==> config.mk <==
export PLATFORM = sky130hd
export DESIGN_NAME = pc_source_seq_flat
export DESIGN_NICKNAME = d
export VERILOG_FILES = /design/src/rtl/pc_source_seq_if.sv /design/src/rtl/pc_source_seq.sv /design/src/flat_wrapper.sv
export SDC_FILE = /design/constraint.sdc
export NUM_CORES = 1
export LEC_CHECK = 0
export ABC_AREA = 1
export CAP_MARGIN = 20
export CORE_AREA = 2 2 39 41
export DETAILED_ROUTE_END_ITERATION = 12
export DIE_AREA = 0 0 41 43
export HOLD_SLACK_MARGIN = 0.15
export PLACE_DENSITY_LB_ADDON = 0.12
export SLEW_MARGIN = 20
export SYNTH_ARGS = -nofsm -noshare
export SYNTH_HDL_FRONTEND = slang
export SYNTH_SLANG_ARGS = --single-unit
==> constraint.sdc <==
create_clock -name clk -period 1.58 [get_ports clk]
set_input_delay 0.316 -clock clk [delete_from_list [all_inputs] [get_ports clk]]
set_output_delay 0.316 -clock clk [all_outputs]
set_load 0.02 [all_outputs]
==> src/rtl/pc_source_seq_if.sv <==
// Control bundle between the OTTER sequencer and the IR/branch-compare/PC/memory/regfile datapath.
// master: the sequencer side that drives the strobes; slave: the datapath side.
interface pc_source_seq_if;
    logic       intr;
    logic       mie;
    logic [6:0] opcode;
    logic [2:0] func3;
    logic       is_mret;
    logic       br_eq;
    logic       br_lt;
    logic       br_ltu;
    logic       pc_write;
    logic [2:0] pc_source;
    logic       ir_write;
    logic       mem_rden1;
    logic       mem_rden2;
    logic       mem_we2;
    logic       reg_write;
    logic       csr_we;
    logic       int_taken;
    logic       mret_exec;
    logic [2:0] state;

    modport master (
        input  intr, mie, opcode, func3, is_mret, br_eq, br_lt, br_ltu,
        output pc_write, pc_source, ir_write, mem_rden1, mem_rden2, mem_we2,
               reg_write, csr_we, int_taken, mret_exec, state
    );

    modport slave (
        output intr, mie, opcode, func3, is_mret, br_eq, br_lt, br_ltu,
        input  pc_write, pc_source, ir_write, mem_rden1, mem_rden2, mem_we2,
               reg_write, csr_we, int_taken, mret_exec, state
    );
endinterface

==> src/rtl/pc_source_seq.sv <==
// OTTER RV32I multi-cycle sequencer: fetch/exec/writeback stepping and PC source decode.
// Define PC_SEQ_INTR_EN to build the interrupt check and the one-cycle trap-entry state.
module pc_source_seq (
    input logic              clk,
    input logic              rst_n,
    pc_source_seq_if.master  bus
);
    typedef enum logic [2:0] {
        StInit  = 3'd0,
        StFetch = 3'd1,
        StExec  = 3'd2,
        StWb    = 3'd3,
        StIntr  = 3'd4
    } state_e;

    localparam logic [6:0] OpLui    = 7'b0110111;
    localparam logic [6:0] OpAuipc  = 7'b0010111;
    localparam logic [6:0] OpReg    = 7'b0110011;
    localparam logic [6:0] OpImm    = 7'b0010011;
    localparam logic [6:0] OpJal    = 7'b1101111;
    localparam logic [6:0] OpJalr   = 7'b1100111;
    localparam logic [6:0] OpBranch = 7'b1100011;
    localparam logic [6:0] OpStore  = 7'b0100011;
    localparam logic [6:0] OpLoad   = 7'b0000011;
    localparam logic [6:0] OpSystem = 7'b1110011;

    localparam logic [2:0] SrcPc4    = 3'b000;
    localparam logic [2:0] SrcJalr   = 3'b001;
    localparam logic [2:0] SrcBranch = 3'b010;
    localparam logic [2:0] SrcJal    = 3'b011;
    localparam logic [2:0] SrcMtvec  = 3'b100;
    localparam logic [2:0] SrcMepc   = 3'b101;

    state_e     state_q, state_d;
    state_e     after_instr;
    logic       br_taken;
    logic       pc_write, ir_write, mem_rden1, mem_rden2, mem_we2;
    logic       reg_write, csr_we, int_taken, mret_exec;
    logic [2:0] pc_source;

    // Interrupts are only honoured once the current instruction has fully retired.
`ifdef PC_SEQ_INTR_EN
    assign after_instr = (bus.intr && bus.mie) ? StIntr : StFetch;
`else
    logic unused_intr;
    assign unused_intr = bus.intr ^ bus.mie;
    assign after_instr = StFetch;
`endif

    always_comb begin
        br_taken = 1'b0;
        unique case (bus.func3)
            3'b000:  br_taken = bus.br_eq;
            3'b001:  br_taken = !bus.br_eq;
            3'b100:  br_taken = bus.br_lt;
            3'b101:  br_taken = !bus.br_lt;
            3'b110:  br_taken = bus.br_ltu;
            3'b111:  br_taken = !bus.br_ltu;
            default: br_taken = 1'b0;
        endcase
    end

    always_ff @(posedge clk or negedge rst_n) begin
        if (!rst_n) state_q <= StInit;
        else        state_q <= state_d;
    end

    always_comb begin
        state_d   = state_q;
        pc_write  = 1'b0;
        pc_source = SrcPc4;
        ir_write  = 1'b0;
        mem_rden1 = 1'b0;
        mem_rden2 = 1'b0;
        mem_we2   = 1'b0;
        reg_write = 1'b0;
        csr_we    = 1'b0;
        int_taken = 1'b0;
        mret_exec = 1'b0;
        unique case (state_q)
            StInit: state_d = StFetch;
            StFetch: begin
                mem_rden1 = 1'b1;
                ir_write  = 1'b1;
                state_d   = StExec;
            end
            StExec: begin
                pc_write = 1'b1;
                state_d  = after_instr;
                unique case (bus.opcode)
                    OpLui, OpAuipc, OpReg, OpImm: reg_write = 1'b1;
                    OpJal: begin
                        reg_write = 1'b1;
                        pc_source = SrcJal;
                    end
                    OpJalr: begin
                        reg_write = 1'b1;
                        pc_source = SrcJalr;
                    end
                    OpBranch: pc_source = br_taken ? SrcBranch : SrcPc4;
                    OpStore:  mem_we2 = 1'b1;
                    OpLoad: begin
                        pc_write  = 1'b0;
                        mem_rden2 = 1'b1;
                        state_d   = StWb;
                    end
                    OpSystem: begin
                        if (bus.func3 != 3'b000) begin
                            csr_we    = 1'b1;
                            reg_write = 1'b1;
                        end else if (bus.is_mret) begin
                            pc_source = SrcMepc;
                            mret_exec = 1'b1;
                        end
                    end
                    default: ;
                endcase
            end
            StWb: begin
                reg_write = 1'b1;
                pc_write  = 1'b1;
                state_d   = after_instr;
            end
`ifdef PC_SEQ_INTR_EN
            StIntr: begin
                pc_write  = 1'b1;
                pc_source = SrcMtvec;
                int_taken = 1'b1;
                state_d   = StFetch;
            end
`endif
            default: state_d = StInit;
        endcase
    end

    assign bus.pc_write  = pc_write;
    assign bus.pc_source = pc_source;
    assign bus.ir_write  = ir_write;
    assign bus.mem_rden1 = mem_rden1;
    assign bus.mem_rden2 = mem_rden2;
    assign bus.mem_we2   = mem_we2;
    assign bus.reg_write = reg_write;
    assign bus.csr_we    = csr_we;
    assign bus.int_taken = int_taken;
    assign bus.mret_exec = mret_exec;
    assign bus.state     = state_q;
endmodule
==> src/flat_wrapper.sv <==
// flat-port wrapper written by rule: the top's interface ports become plain ports
module pc_source_seq_flat 
  (clk, rst_n, bus_intr, bus_mie, bus_opcode, bus_func3, bus_is_mret, bus_br_eq, bus_br_lt, bus_br_ltu, bus_pc_write, bus_pc_source, bus_ir_write, bus_mem_rden1, bus_mem_rden2, bus_mem_we2, bus_reg_write, bus_csr_we, bus_int_taken, bus_mret_exec, bus_state);
  pc_source_seq_if bus_i ();
  input logic clk;
  input logic rst_n;
  input wire logic [$bits(bus_i.intr)-1:0] bus_intr;
  input wire logic [$bits(bus_i.mie)-1:0] bus_mie;
  input wire logic [$bits(bus_i.opcode)-1:0] bus_opcode;
  input wire logic [$bits(bus_i.func3)-1:0] bus_func3;
  input wire logic [$bits(bus_i.is_mret)-1:0] bus_is_mret;
  input wire logic [$bits(bus_i.br_eq)-1:0] bus_br_eq;
  input wire logic [$bits(bus_i.br_lt)-1:0] bus_br_lt;
  input wire logic [$bits(bus_i.br_ltu)-1:0] bus_br_ltu;
  output wire logic [$bits(bus_i.pc_write)-1:0] bus_pc_write;
  output wire logic [$bits(bus_i.pc_source)-1:0] bus_pc_source;
  output wire logic [$bits(bus_i.ir_write)-1:0] bus_ir_write;
  output wire logic [$bits(bus_i.mem_rden1)-1:0] bus_mem_rden1;
  output wire logic [$bits(bus_i.mem_rden2)-1:0] bus_mem_rden2;
  output wire logic [$bits(bus_i.mem_we2)-1:0] bus_mem_we2;
  output wire logic [$bits(bus_i.reg_write)-1:0] bus_reg_write;
  output wire logic [$bits(bus_i.csr_we)-1:0] bus_csr_we;
  output wire logic [$bits(bus_i.int_taken)-1:0] bus_int_taken;
  output wire logic [$bits(bus_i.mret_exec)-1:0] bus_mret_exec;
  output wire logic [$bits(bus_i.state)-1:0] bus_state;
  assign bus_i.intr = bus_intr;
  assign bus_i.mie = bus_mie;
  assign bus_i.opcode = bus_opcode;
  assign bus_i.func3 = bus_func3;
  assign bus_i.is_mret = bus_is_mret;
  assign bus_i.br_eq = bus_br_eq;
  assign bus_i.br_lt = bus_br_lt;
  assign bus_i.br_ltu = bus_br_ltu;
  assign bus_pc_write = bus_i.pc_write;
  assign bus_pc_source = bus_i.pc_source;
  assign bus_ir_write = bus_i.ir_write;
  assign bus_mem_rden1 = bus_i.mem_rden1;
  assign bus_mem_rden2 = bus_i.mem_rden2;
  assign bus_mem_we2 = bus_i.mem_we2;
  assign bus_reg_write = bus_i.reg_write;
  assign bus_csr_we = bus_i.csr_we;
  assign bus_int_taken = bus_i.int_taken;
  assign bus_mret_exec = bus_i.mret_exec;
  assign bus_state = bus_i.state;
  pc_source_seq u_core (.clk(clk), .rst_n(rst_n), .bus(bus_i));
endmodule
==> qor.txt <==
Share of final-layout standard cells stronger than drive strength 1 = 63.16%
Avg Synthesized Cell Area = 5.852 µm²
Number of flip-flops and latches in the synthesized netlist = 2
Worst setup EP type = primary output
Post-route insts no fill = 130
Cell at the slowest stage of the critical path = sky130_fd_sc_hd__dfrtp_1
Count of inserted antenna diode cells = 0
Maximum number of pins on one net before global-route repair = 6
WP data required = 1260 ps
Synthesis-to-finish area growth = 147.2%
Adder-cell share of the synthesized area = 0%
Routed vias = 591
Initial DRC Count = 2
Critical Path Source Type = register
Largest fanout of any net on the critical path = 3
Post-synth EDFFs = 0
Final Worst Setup Slack = -19.71 ps
Vias/cell = 4.546
Post-layout power = 0.2669 mW
Clock Pin Slew Worst Setup and Hold Paths = 30 ps
Final estimated routing congestion in global placement = 0.8271
Number of levels the H-tree was split into = 1
Pre-CTS worst setup slack = -797.9 ps
Final instance area = 897.1 µm²
Largest stage delay on the critical path = 400 ps
Die Span X = 41 µm
Number of flip-flops under the largest register name = 2
Net total in the final layout = 134
Hold buffers post-CTS = 0
Count of placed standard cells including taps = 118
CTS buffer count = 3
Outcome = complete, but fails checks
Kind of cell adding the most delay to the critical path = flip-flops
Count of input and output buffers = 28
DR WL/cell = 9.969 µm
Proportion of netlist area held by the largest area contributor = 13.79%
Flip-flop cell with the highest count after synthesis = sky130_fd_sc_hd__dfrtp_1
Leftover overflow at the end of global routing = 0
Share of synthesized cell area in and, or, nand and nor gates = 61.03%
Unrepaired setup endpoints after global routing = yes
CTS tree = yes
Setup-violating endpoint count in the final report = 1
Iteration count of the initial detailed-routing pass = 4
Skew final = 3.380 ps
Failing checks = setup timing
Post-synthesis mux area share = 0%
Later-pin clock latency in the skew report = 220 ps
Effective utilization at floorplan = 26.22%
Maximum operating frequency = 625.1 MHz
Critical path class = reg2out
Cell breakdown of the critical path = nor2_4 -> nand2_4 -> buf_6 -> nor3_4 -> buf_4
Cell type with the largest total area after synthesis = sky130_fd_sc_hd__dfrtp_1
Maximum resistive drop on vdd = 315.0 µV
Arrival time of data at the critical path endpoint = 1280 ps
Die area = 1763 µm²
First-pass GRT wire length = 2111 µm
Warnings from Yosys = 0
Synth top area cells = sky130_fd_sc_hd__dfrtp_1 (14%), sky130_fd_sc_hd__nand2_1 (11%), sky130_fd_sc_hd__inv_1 (10%)
Number of hold violations in the final report = 0
Post-detailed-route count of antenna-violating nets = 0
Number of cell rows = 14
Number of max-cap violations = 0
Number of top-level pins = 33
CP bufs+invs = 2
Asr flop ratio synth = 100.0%
Core area = 1384 µm²
Area share of xor/xnor cells in the synthesized design = 0%
Residual DRC = 0
CTS Buffer Depth = 2
Number of fillers in the final layout = 132
Vias in the first global route = 591
Slack of the worst reg-to-reg path = 400 ps
Total cell area at the placement stage = 749.5 µm²
Fin crit period = 1600 ps
Cell with the most instances after synthesis = sky130_fd_sc_hd__nand2_1
Compound-cell area share of the yosys netlist = 5.517%
Part of the Yosys area used for sequential elements = 13.79%
Top cells by count, synth = sky130_fd_sc_hd__nand2_1 (11), sky130_fd_sc_hd__inv_1 (10), sky130_fd_sc_hd__nor2_1 (9)
Die span in y = 43 µm
Total power per unit cell area = 297.6 nW/µm²
Dominant combinational cell family by area after synthesis = simple AND/OR/NAND/NOR gates
Half-perimeter wire length after placement = 916.8 µm
Root buffer selected by CTS = sky130_fd_sc_hd__clkbuf_4
Class of the worst hold path = in2async
Post-synthesis cell type count = 20
Combined global-route utilization of all metal layers = 16.97%
Number of instances in the synthesized netlist = 62
Number of slew-limit violations in the final report = 0
Total leakage power = 0.5016 nW
Final period utilization = 101.2%
Post-Route WL = 1296 µm
Antenna violations before repair = 0
Synthesized area = 362.8 µm²
Clk sinks = 2
## routing by layer
layer  vias to the layer above  track usage (%)  share of wire (%)
met2                        18            29.38                 55
met3                         0            4.712                6.6
met4                         0            7.333                  0
li1                        299                -                  -
met5                         -                0                  0
met1                       274            17.68                 38
## stage by stage
step                util (%)  hold WS [ps]  TNS, ps
global placement       54.16         485.6    -6952
floorplan                  -         20.41   -68.82
finish                 64.83         260.7   -19.71
detailed placement     54.16         488.3    -6816
global route           64.83         259.7   -219.4
CTS                    60.76         256.9   -25.11
## cell families (layout without fill, tap and decap cells)
| logic type | Yosys count | count (layout) |
|---|---|---|
| buf+inv | 15 | 66 |
| simple gates | 40 | 40 |
| other cells | 1 | 2 |
| compound gates | 4 | 4 |
| flops | 2 | 2 |
## repair_timing
action	in CTS	in global routing
resized for setup	103	29
pin swaps	19	16
buffers inserted	11	0
setup endpoints to repair	12	11
## final cells by class
cell class | instances | area [µm²] | area share (%)
Sequential cell | 2 | 50.05 | 5.579
Multi-Input combinational cell | 46 | 345.3 | 38.49
Inverter | 12 | 45.04 | 5.021
Timing Repair Buffer | 51 | 414.1 | 46.16
Clock buffer | 3 | 22.52 | 2.510
Tap cell | 16 | 20.02 | 2.232
## cell usage in the layout (no fill, tap or decap), types with 3 or more instances in the layout
cell type	n
sky130_fd_sc_hd__buf_2	8
sky130_fd_sc_hd__buf_4	26
sky130_fd_sc_hd__buf_6	8
sky130_fd_sc_hd__clkbuf_4	3
sky130_fd_sc_hd__dlygate4sd2_1	5
sky130_fd_sc_hd__inv_1	7
sky130_fd_sc_hd__inv_2	4
sky130_fd_sc_hd__nand2_1	9
sky130_fd_sc_hd__nand3_1	6
sky130_fd_sc_hd__nor2_1	5
sky130_fd_sc_hd__nor2_2	3
sky130_fd_sc_hd__nor3_4	6
## where the power goes
part / total, mW / internal [mW] / switching [mW] / leakage (nW)
logic: 0.109 / 0.0535 / 0.0559 / 0.464
registers: 0.0519 / 0.0518 / 0.0000961 / 0.0238
clock network: 0.106 / 0.0832 / 0.0224 / 0.0138
## worst paths after layout
kind                            cells after the start                       endpoint                          start
worst max register to register                      6  u_core.bus.state[1]$_DFF_PN0_  u_core.bus.state[0]$_DFF_PN0_
min in group clk                                    5  u_core.bus.state[1]$_DFF_PN0_                  bus_opcode[5]
max in group asynchronous                           1  u_core.bus.state[0]$_DFF_PN0_                          rst_n
worst min-delay path                                1  u_core.bus.state[1]$_DFF_PN0_                          rst_n
worst min register to register                      4  u_core.bus.state[0]$_DFF_PN0_  u_core.bus.state[1]$_DFF_PN0_
worst max-delay path                                5               bus_pc_source[2]  u_core.bus.state[0]$_DFF_PN0_
Note: power is estimated with default switching activity, not from simulation.
